--- config.mk ---
export PLATFORM = sky130hd
export DESIGN_NAME = monitor_alarme_reator
export DESIGN_NICKNAME = d
export VERILOG_FILES = /design/src/rtl/monitor_alarme_reator.sv
export SDC_FILE = /design/constraint.sdc
export NUM_CORES = 1
export LEC_CHECK = 0
export CAP_MARGIN = 20
export CORE_MARGIN = 10
export CORE_UTILIZATION = 50
export DETAILED_ROUTE_END_ITERATION = 6
export GPL_ROUTABILITY_DRIVEN = 1
export GPL_TIMING_DRIVEN = 0
export PLACE_DENSITY = 0.83
export SLEW_MARGIN = 20
export SYNTH_ARGS = -nofsm -noshare
export SYNTH_HDL_FRONTEND = slang
export SYNTH_SLANG_ARGS = --single-unit
--- constraint.sdc ---
create_clock -name clk -period 2.7 [get_ports clk]
set_input_delay 0.54 -clock clk [delete_from_list [all_inputs] [get_ports clk]]
set_output_delay 0.54 -clock clk [all_outputs]
set_load 0.005 [all_outputs]
--- src/rtl/monitor_alarme_reator.sv ---
// Reactor alarm sequencer: confirms limit violations over consecutive valid samples,
// drives the annunciators, runs the operator acknowledge and escalates to a sticky shutdown.
module monitor_alarme_reator #(
    parameter int unsigned LIMITE_TEMP     = 40,
    parameter int unsigned LIMITE_PRESSAO  = 12,
    parameter int unsigned LIMITE_RADIACAO = 2048,
    parameter int unsigned N_CONFIRMA      = 3,
    parameter int unsigned T_ESCALA        = 1000
) (
    input  logic        clk,
    input  logic        rst_n,
    input  logic        amostraValida,
    input  logic [7:0]  temp,
    input  logic [3:0]  pressao,
    input  logic [11:0] radiacao,
    input  logic        reconhecer,
    output logic        alarmeSonoro,
    output logic        alarmeVisual,
    output logic        desligarReator,
    output logic [2:0]  causa,
    output logic [1:0]  estado
);

    typedef enum logic [1:0] {
        NORMAL      = 2'd0,
        SUSPEITA    = 2'd1,
        ALARME      = 2'd2,
        RECONHECIDO = 2'd3
    } estado_t;

    localparam logic [3:0]  N_CONF   = 4'(N_CONFIRMA);
    localparam logic [15:0] T_ULTIMO = 16'(T_ESCALA - 1);

    estado_t     st;
    logic [3:0]  cnt;
    logic [15:0] timer;
    logic [2:0]  v;
    logic        viola;
    logic        limpa;

    assign v = {radiacao > 12'(LIMITE_RADIACAO),
                pressao  > 4'(LIMITE_PRESSAO),
                temp     > 8'(LIMITE_TEMP)};
    assign viola  = amostraValida && (|v);
    assign limpa  = amostraValida && !(|v);
    assign estado = st;

    always_ff @(posedge clk or negedge rst_n) begin
        if (!rst_n) begin
            st             <= NORMAL;
            cnt            <= '0;
            timer          <= '0;
            causa          <= '0;
            alarmeSonoro   <= 1'b0;
            alarmeVisual   <= 1'b0;
            desligarReator <= 1'b0;
        end else begin
            case (st)
                NORMAL: begin
                    if (viola) begin
                        cnt   <= 4'd1;
                        causa <= v;
                        if (N_CONF == 4'd1) begin
                            st           <= ALARME;
                            timer        <= '0;
                            alarmeSonoro <= 1'b1;
                            alarmeVisual <= 1'b1;
                        end else begin
                            st <= SUSPEITA;
                        end
                    end
                end
                SUSPEITA: begin
                    if (viola) begin
                        cnt   <= cnt + 4'd1;
                        causa <= causa | v;
                        if (cnt + 4'd1 == N_CONF) begin
                            st           <= ALARME;
                            timer        <= '0;
                            alarmeSonoro <= 1'b1;
                            alarmeVisual <= 1'b1;
                        end
                    end else if (limpa) begin
                        st    <= NORMAL;
                        cnt   <= '0;
                        causa <= '0;
                    end
                end
                ALARME: begin
                    if (viola)
                        causa <= causa | v;
                    // Acknowledge takes priority over the escalation on the same edge.
                    if (reconhecer) begin
                        st           <= RECONHECIDO;
                        alarmeSonoro <= 1'b0;
                    end else if (timer == T_ULTIMO) begin
                        desligarReator <= 1'b1;
                    end else begin
                        timer <= timer + 16'd1;
                    end
                end
                RECONHECIDO: begin
                    if (viola) begin
                        causa <= causa | v;
                    end else if (limpa) begin
                        st           <= NORMAL;
                        cnt          <= '0;
                        causa        <= '0;
                        alarmeVisual <= 1'b0;
                    end
                end
                default: st <= NORMAL;
            endcase
        end
    end

endmodule

## After elaboration in Yosys (flattened, before gate mapping)

Cells that the tools add are included.
Widths: inputs -> output; s select.

- Register bits: 28
- Output and inout port bits: 8
- Logic and storage cells: 75

- $add $sub $neg: 2
- Order comparisons: 3
- Eq/ne operators: 16
- Muxes and demuxes: 29
- Bitwise gates (word level): 2
- Reduce and logical (&&, ||, !) cells: 16

Operator list:

| kind | count |
|---|---|
| $mux 16 | 4 |
| $pmux 16 s2 | 1 |
| $ne 2x2->1 const B | 9 |
| $add 16x1->16 const B | 1 |
| $eq 16x10->1 const B | 1 |
| $mux 4 | 4 |
| $gt 12x12->1 const B | 1 |
| $mux 2 | 6 |
| $mux 3 | 4 |
| $pmux 4 s3 | 1 |
| $reduce_and 5->1 | 2 |
| $pmux 3 s3 | 1 |
| $reduce_and 3->1 | 3 |
| $gt 8x6->1 const B | 1 |
| $pmux 2 s4 | 1 |
| $reduce_and 4->1 | 2 |
| $mux 1 | 5 |
| $add 4x1->4 const B | 1 |
| $eq 2x2->1 const B | 2 |
| $eq 4x2->1 const B | 1 |
| $gt 4x4->1 const B | 1 |
| $pmux 1 s2 | 2 |
| $reduce_bool 2->1 | 2 |
| $ne 3x1->1 const B | 1 |
| 10 further kinds | 11 |

## Depth between registers and ports, before layout

- Word-level depth: 7
- Depth in mapped cells: 7
- Depth with buffers taken out: 7

## Least setup slack after synthesis

No wires, ideal clock.

- Kind: register to register
- Start: register timer[0]
- End: register timer[8]
- Setup time: 0.129 ns
- Arrival: 2.044 ns
- Data required time: 2.571 ns
- Setup slack: 0.527 ns
- Cell stages (with the launch flop): 8
- Cells stage by stage: dfrtp_1 -> ha_1 -> or3b_1 -> or4_4 -> and2_4 -> buf_6 -> a41o_1 -> o41a_1

- Longest elaborated chain between the ends: 4

Ends and longest elaborated chain:

| what | line | text |
|---|---|---|
| start, declared | 36 | `logic [15:0] timer;` |
| start signal, assigned | 99 | `timer <= timer + 16'd1;` |
| $add 16x1->16 | 99 |  |
| $mux 16 | 96 | `end else if (timer == T_ULTIMO) begin` |
| $mux 16 | 93 | `if (reconhecer) begin` |
| $pmux 16 s2 | 58 | `case (st)` |

Several ways; a longest one is shown, not always the timed one. The select of a mux whose other input is x is not followed.
A chain may end at the register's enable or synchronous reset.

## Final worst setup path

- Start: input port temp[0]
- End: register cnt[3]

- Longest elaborated chain between the ends: 7

Ends and longest elaborated chain:

| what | line | text |
|---|---|---|
| start, declared | 13 | `input logic [7:0] temp,` |
| $gt 8x6->1 * | 43 | `temp > 8'(LIMITE_TEMP)};` |
| $reduce_or 3->1 * | 44, 45 |  |
| $logic_not 1->1 | 45 | `assign limpa = amostraValida && !(\|v);` |
| $logic_and 1x1->1 | 45 |  |
| $mux 4 | -- |  |
| $mux 4, on equally long branches | -- |  |
| $pmux 4 s3 | 58 |  |
| end signal, assigned | 75 | `cnt <= cnt + 4'd1;` |
| end, declared | 35 | `logic [3:0] cnt;` |

Every way passes the cells marked *; elsewhere a longest branch is shown, timed or not. The select of a mux whose other input is x is not followed.

==> flow_metrics.py <==
metrics = {
    "timing": {
        "min_period_over_period_pct": 89.52,
        "fin_tns_setup_ns": 0,
        "finalSetupViolCount": 0,
        "drv_slew": 0,
        "rsz0062_at_grt": "false",
        "fmax_mhz": 413.7,
        "hold_violations": 0,
        "clock_skew_ns": 0.01954,
        "worst_slew_pin_slew_ns": 0.8569,
        "relSlewSlack_pct": 42.39,
        "timing.final.crit_period_ns": 2.417,
    },
    "finish": {
        "n_antenna_cell": 0,
        "final_cells": 277,
        "fillers": 284,
        "drive_above_1_share_pct": 6.926,
        "fin_nets": 263,
        "seq_area_um2": 700.7,
        "syn2layout_area_growth_pct": 26.22,
        "multi_input_area_um2": 963.4,
    },
    "drt": {
        "vias": 1631,
        "remaining_drc_errors": 0,
        "drtAntennaViolNets": 0,
        "drt-total-wl_um": 4186,
        "drt_iter0_markers": 115,
        "wl_per_cell_um": 15.11,
        "drt_pass1_iterations": 4,
        "viasPerCell": 5.888,
    },
    "critical_path": {
        "critPathArrivalTime_ns": 2.68,
        "crit_buf_inv": 2,
        "start_kind": "input pin",
        "crit_type": "input pin to flip-flop",
        "worstPathRequired_ns": 2.97,
        "cpPeakStageDelay_ns": 0.42,
        "end_kind": "flip-flop",
        "cp_cell_sequence": "clkdlybuf4s50_1, o311ai_1, nand3_1, or2_2, clkbuf_1, o21ai_0, o2bb2ai_1",
        "crit_fanout": 6,
        "cp_top_family": "compound AO/OA/AOI/OAI gates",
        "slowest_stage": "o311ai_1",
    },
    "yosys": {
        "yosysWarnings": 0,
        "synth_common_cells": "dfrtp_1, nand2_1, nor2_1",
        "async_flop_share_pct": 100.0,
        "syn_nets": 223,
        "synth_xor_area_share_pct": 0,
        "synth_edf_count": 0,
        "synthSimpleGateAreaFrac_pct": 24.14,
        "synth_top_area_share_pct": 40.35,
        "synthesis.area_um2": 1737,
        "yosysTopAreaCell": "dfrtp_1",
        "synth.most_common_cell": "dfrtp_1",
        "synth_mux_area_share_pct": 1.801,
        "yosys.area_share.adder_pct": 2.161,
        "postSynthCellCount": 192,
        "synthFlopType": "dfrtp_1",
        "yosysSeqAreaShare_pct": 40.35,
        "synth.area.top_cells": "dfrtp_1, nand2_1, o21ai_0",
        "synth-compound-area-share_pct": 27.38,
        "yosysUniqueCellTypes": 50,
        "ys_seq_elements": 28,
        "synth.avg_cell_area_um2": 9.045,
        "synth_top_family_by_area": "compound AO/OA/AOI/OAI gates",
    },
    "power": {
        "p_leak_nw": 0.9052,
        "powerDensity_nw_per_um2": 609.7,
        "vdd_drop_max_mv": 0.5141,
    },
    "floorplan": {
        "die_area_um2": 6231,
        "rows": 21,
        "ios": 36,
        "coreArea_um2": 3337,
        "start_util_pct": 52.04,
        "die_w_um": 78.94,
        "die_h_um": 78.94,
    },
    "cts": {
        "clk_pin_slew_ns": 0.17,
        "insertion_delay_ns": 0.35,
        "cts_made_buffers": 3,
        "cts_tree": "yes",
        "post_cts_buffers": 0,
        "cts.repair.resized": 0,
        "htreeDepth": 1,
        "cts_buffer_depth": 2,
        "root_buffer": "clkbuf_4",
        "hold_buffers": 0,
        "clkSinkCount": 28,
    },
    "placed_design": {
        "hpwl_um": 3166,
        "port_buffers": 35,
        "post-place-cells": 273,
        "place_congestion": 0.8449,
    },
    "grt": {
        "track_usage_pct": 14.41,
        "grt_start_max_net_pins": 29,
        "grt_pass1_wl_um": 7576,
        "grt_pass1_vias": 1682,
        "antenna_found_initial": 0,
        "overflow": 0,
    },
    "status": {
        "status": "complete, no violations",
    },
    "worst_hold_path": {
        "holdCritPathClass": "input pin to async pin",
    },
    "run": {
        "maxCapViolations": 0,
    },
}
-- flip-flops by register name (all words and copies together) (netlist names) --
register,cells
alarmeSonoro,1
alarmeVisual,1
causa,3
cnt,4
desligarReator,1
estado,2
timer,16
-- area by class of cell --
type,count,area share [%]
Timing Repair Buffer,35,15.75
Inverter,10,1.712
Multi-Input combinational cell,147,43.95
Sequential cell,28,31.96
Tap cell,46,2.626
Clock buffer,3,1.027
Buffer,7,1.598
Clock inverter,1,1.370
-- power breakdown --
part	total, mW	switching (mW)	internal, mW
Clock	0.283	0.133	0.150
Combinational	0.450	0.225	0.225
Sequential	0.603	0.104	0.499
-- worst paths after layout --
kind / startpoint / to / slack [ns] / cells past startpoint
max in group asynchronous: rst_n / cnt[1]$_DFFE_PN0P_ / 2.10 / 1
min in group clk: desligarReator$_DFFE_PN0P_ / desligarReator$_DFFE_PN0P_ / 0.49 / 2
hold reg to reg: desligarReator$_DFFE_PN0P_ / desligarReator$_DFFE_PN0P_ / 0.49 / 2
setup / recovery: temp[0] / cnt[3]$_DFFE_PN0P_ / 0.28 / 7
setup reg to reg: timer[1]$_DFFE_PN0P_ / timer[11]$_DFFE_PN0P_ / 0.30 / 7
hold / removal: rst_n / timer[3]$_DFFE_PN0P_ / 0.18 / 1
-- layer usage --
metal / track usage (%) / share of wire, % / vias to the layer above
met1: 15.99 / 42 / 772
li1: - / - / 812
met2: 25.66 / 51 / 42
met4: 3.763 / 0.93 / 0
met3: 4.955 / 6.4 / 5
met5: 0 / 0 / -
-- worst register-to-register path, cell delays in order (launching register included) --
cell and delay (ns):
dfrtp_1 0.43, ha_1 0.23, or3b_1 0.36, or4_4 0.58, and2_4 0.18, buf_6 0.13, o21bai_4 0.27, a21o_1 0.17
-- per-stage QoR --
stage          power (mW)  setup slack (ns)  hold WS [ns]  utilization [%]  instance area [um^2]
2_1_floorplan      0.8774            0.5265        0.2444                -                  1737
3_3_place_gp        1.051           -0.1694        0.4612            64.27                  2145
3_5_place_dp        1.062           -0.1701        0.4579            64.12                  2140
4_1_cts             1.347            0.1572        0.1909            65.69                  2192
5_1_grt             1.440           0.09006        0.2025            65.69                  2192
6_report            1.337            0.2829        0.1751            65.69                  2192
-- kinds of logic after synthesis --
family,Yosys count
mux,3
buf+inv,17
fa+ha+maj,3
flops,28
simple gates,78
compound gates,63
-- placed cells by master, fill, tap and decap left out, drive strengths merged, types with 5 or more instances in the layout --
cell type      Yosys  layout
clkdlybuf4s50      0      34
a21oi              8       8
nor3               9       9
nand4              6       6
o32a               5       5
nand3             10      10
clkbuf             5       8
inv               10      10
nand2             16      16
a31oi              5       5
nor2              14      14
o21ai             11      11
dfrtp             28      28
Note: power is estimated with default switching activity, not from simulation.
==> patch, RTL diff (same flow settings) <==
Put one more register stage on the output `causa`, without a reset. The value now appears one clock later. The other outputs are not delayed to match.
--- a/src/rtl/monitor_alarme_reator.sv
+++ b/src/rtl/monitor_alarme_reator.sv
@@ -32,4 +32,6 @@
     localparam logic [15:0] T_ULTIMO = 16'(T_ESCALA - 1);
 
+    logic [2:0] causa_s0;
+
     estado_t     st;
     logic [3:0]  cnt;
@@ -51,5 +53,5 @@
             cnt            <= '0;
             timer          <= '0;
-            causa          <= '0;
+            causa_s0       <= '0;
             alarmeSonoro   <= 1'b0;
             alarmeVisual   <= 1'b0;
@@ -60,5 +62,5 @@
                     if (viola) begin
                         cnt   <= 4'd1;
-                        causa <= v;
+                        causa_s0 <= v;
                         if (N_CONF == 4'd1) begin
                             st           <= ALARME;
@@ -74,5 +76,5 @@
                     if (viola) begin
                         cnt   <= cnt + 4'd1;
-                        causa <= causa | v;
+                        causa_s0 <= causa_s0 | v;
                         if (cnt + 4'd1 == N_CONF) begin
                             st           <= ALARME;
@@ -84,10 +86,10 @@
                         st    <= NORMAL;
                         cnt   <= '0;
-                        causa <= '0;
+                        causa_s0 <= '0;
                     end
                 end
                 ALARME: begin
                     if (viola)
-                        causa <= causa | v;
+                        causa_s0 <= causa_s0 | v;
                     // Acknowledge takes priority over the escalation on the same edge.
                     if (reconhecer) begin
@@ -102,9 +104,9 @@
                 RECONHECIDO: begin
                     if (viola) begin
-                        causa <= causa | v;
+                        causa_s0 <= causa_s0 | v;
                     end else if (limpa) begin
                         st           <= NORMAL;
                         cnt          <= '0;
-                        causa        <= '0;
+                        causa_s0     <= '0;
                         alarmeVisual <= 1'b0;
                     end
@@ -115,4 +117,8 @@
     end
 
+    always_ff @(posedge clk) begin
+        causa <= causa_s0;
+    end
+
 endmodule
 
Function: changed (a bounded check fails within 4 cycles, from zero or initial values and one cycle with rst_n low).
==> patch against the original RTL <==
Area after synthesis is 1.5% lower; sequential cell count rose by 3; core utilization is 0.50 points lower; wire length fell by 3.2%; critical endpoint is now timer[10]; die area shrank 1.1%; design area shrank 1.5%; worst setup slack got worse by 110 ps; clock skew down 2.8 ps; total power shrank 0.23%; final cell count decreased by 1.1%; sequential power up 1%.
==> patch: results (changes against the original RTL) <==
metric,value,unit,change
status,"finished, final reports clean",,
drt pass-1 iters,4,,unchanged
R2R cell count,8,,+1
crit path max-delay cell type,or4_1,,
clk_skew,16.69,ps,-2.844 ps
maximum VDD drop,432.2,µV,-16%
top cells by instance count after synthesis,"dfrtp_1 (28), nand2_1 (20), o21ai_0 (17), a21oi_1 (12), nor2_1 (12)",,
Comb pwr share,33.9,%,+0.2 points
share of layout cells above drive strength 1,7.456,%,+0.53 points
cells taking the most area after synthesis,"dfrtp_1 (41%), o21ai_0 (5.0%), nand2_1 (4.4%)",,
register area,760.7,µm²,+8.6%
met2 Resource Use GR,23.27,%,-2.4 points
Cell variety after synth,45,,-10%
met1 Use GR,15.95,%,-0.040 points
worst min-delay path category,in2async,,
worst reg-to-reg setup slack,180,ps,-120 ps
Slew @ Worst Pin,784.9,ps,-71.96 ps
largest fanout on the critical path,10,,+4
average wire per standard cell,14.79,µm,-2.1%
CTS clock-pin slew for the worst setup and hold paths,100,ps,-70 ps
Layout Nets,258,,-1.9%
crit-path leading delay family,simple AND/OR/NAND/NOR gates,,
Critical Path End,timer[10],,
post-DP HPWL,3069,µm,-3.1%
DRT met1 WL,1750,µm,-0.34%
routed vias,1556,,-4.6%
# diodes,0,,unchanged
top routing layer in use,met4,,
placed cell area,0.002103,mm²,-1.7%
crit path launch,cnt[0],,
GRT Total Usage,14.16,%,-0.24 points
metal2 WL,1955,µm,-7.9%
Reg-to-Reg End,timer[10],,
top flop regs,"timer (16), cnt (4)",,
"Seq/Total Area, Yosys",44.48,%,+4.1 points
Seq. pwr,0.611,mW,+1%
syn_nets,217,,-2.7%
Net Switching,0.4613,mW,about the same
htree depth,2,,+1
P_leak,0.8792,nW,-2.9%
Syn Area/Cell,9.196,µm²,+1.7%
initial antenna violation count,0,,unchanged
Placer Congestion,0.8506,,+0.67%
CTS Buf Count,5,,+2
1st-iter DRT viols,159,,+38%
critical path data arrival time,2800,ps,+120 ps
pre-CTS setup slack,-112.2,ps,+57.90 ps
Port Buffers,34,,-2.9%
first-pass GRT wire length,7176,µm,-5.3%
fin cells,274,,-1.1%
grt met3 use,5.353,%,+0.40 points
WL met3,274,µm,+2.2%
switch share,34.59,%,+0.048 points
CP max stage delay,490,ps,+70 ps
# fillers,280,,-1.4%
"Async S/R FF share, synth",90.32,%,-9.7 points
CTS root buf,clkbuf_4,,
Max clock buf depth,2,,unchanged
-- patch: layout make-up --
class,count,area share [%]
buffer,6,1.449
multi-input combinational,145,42.09
inverter,4,0.6957
clock buffer,7,2.087
clock inverter,1,0.2319
tap,46,2.667
sequential,31,35.25
timing repair buffer,34,15.54
-- patch: worst min-delay path by stage --
stage / startpoint / endpoint / slack, ps
2_1_floorplan: rst_n / alarmeSonoro / 240
3_3_place_gp: causa_s0[2] / causa[2] / 370
3_5_place_dp: causa_s0[0] / causa[0] / 370
4_1_cts: rst_n / timer[11] / 210
5_1_grt: rst_n / timer[9] / 240
6_report: rst_n / timer[11] / 200
-- patch: kinds of logic after synthesis --
logic type | synth area share (%)
adder cells (fa/ha/maj) | 2.195
multiplexers | 2.487
buffers and inverters | 2.706
AO/OA/AOI/OAI | 20.92
flip-flops | 44.48
XOR/XNOR | 1.536
AND/OR/NAND/NOR | 25.68
-- patch: repair_timing --
item / CTS / global route
gates resized for setup: 0 / 1
hold buffers: 0 / 0
setup endpoints to repair: 0 / 11
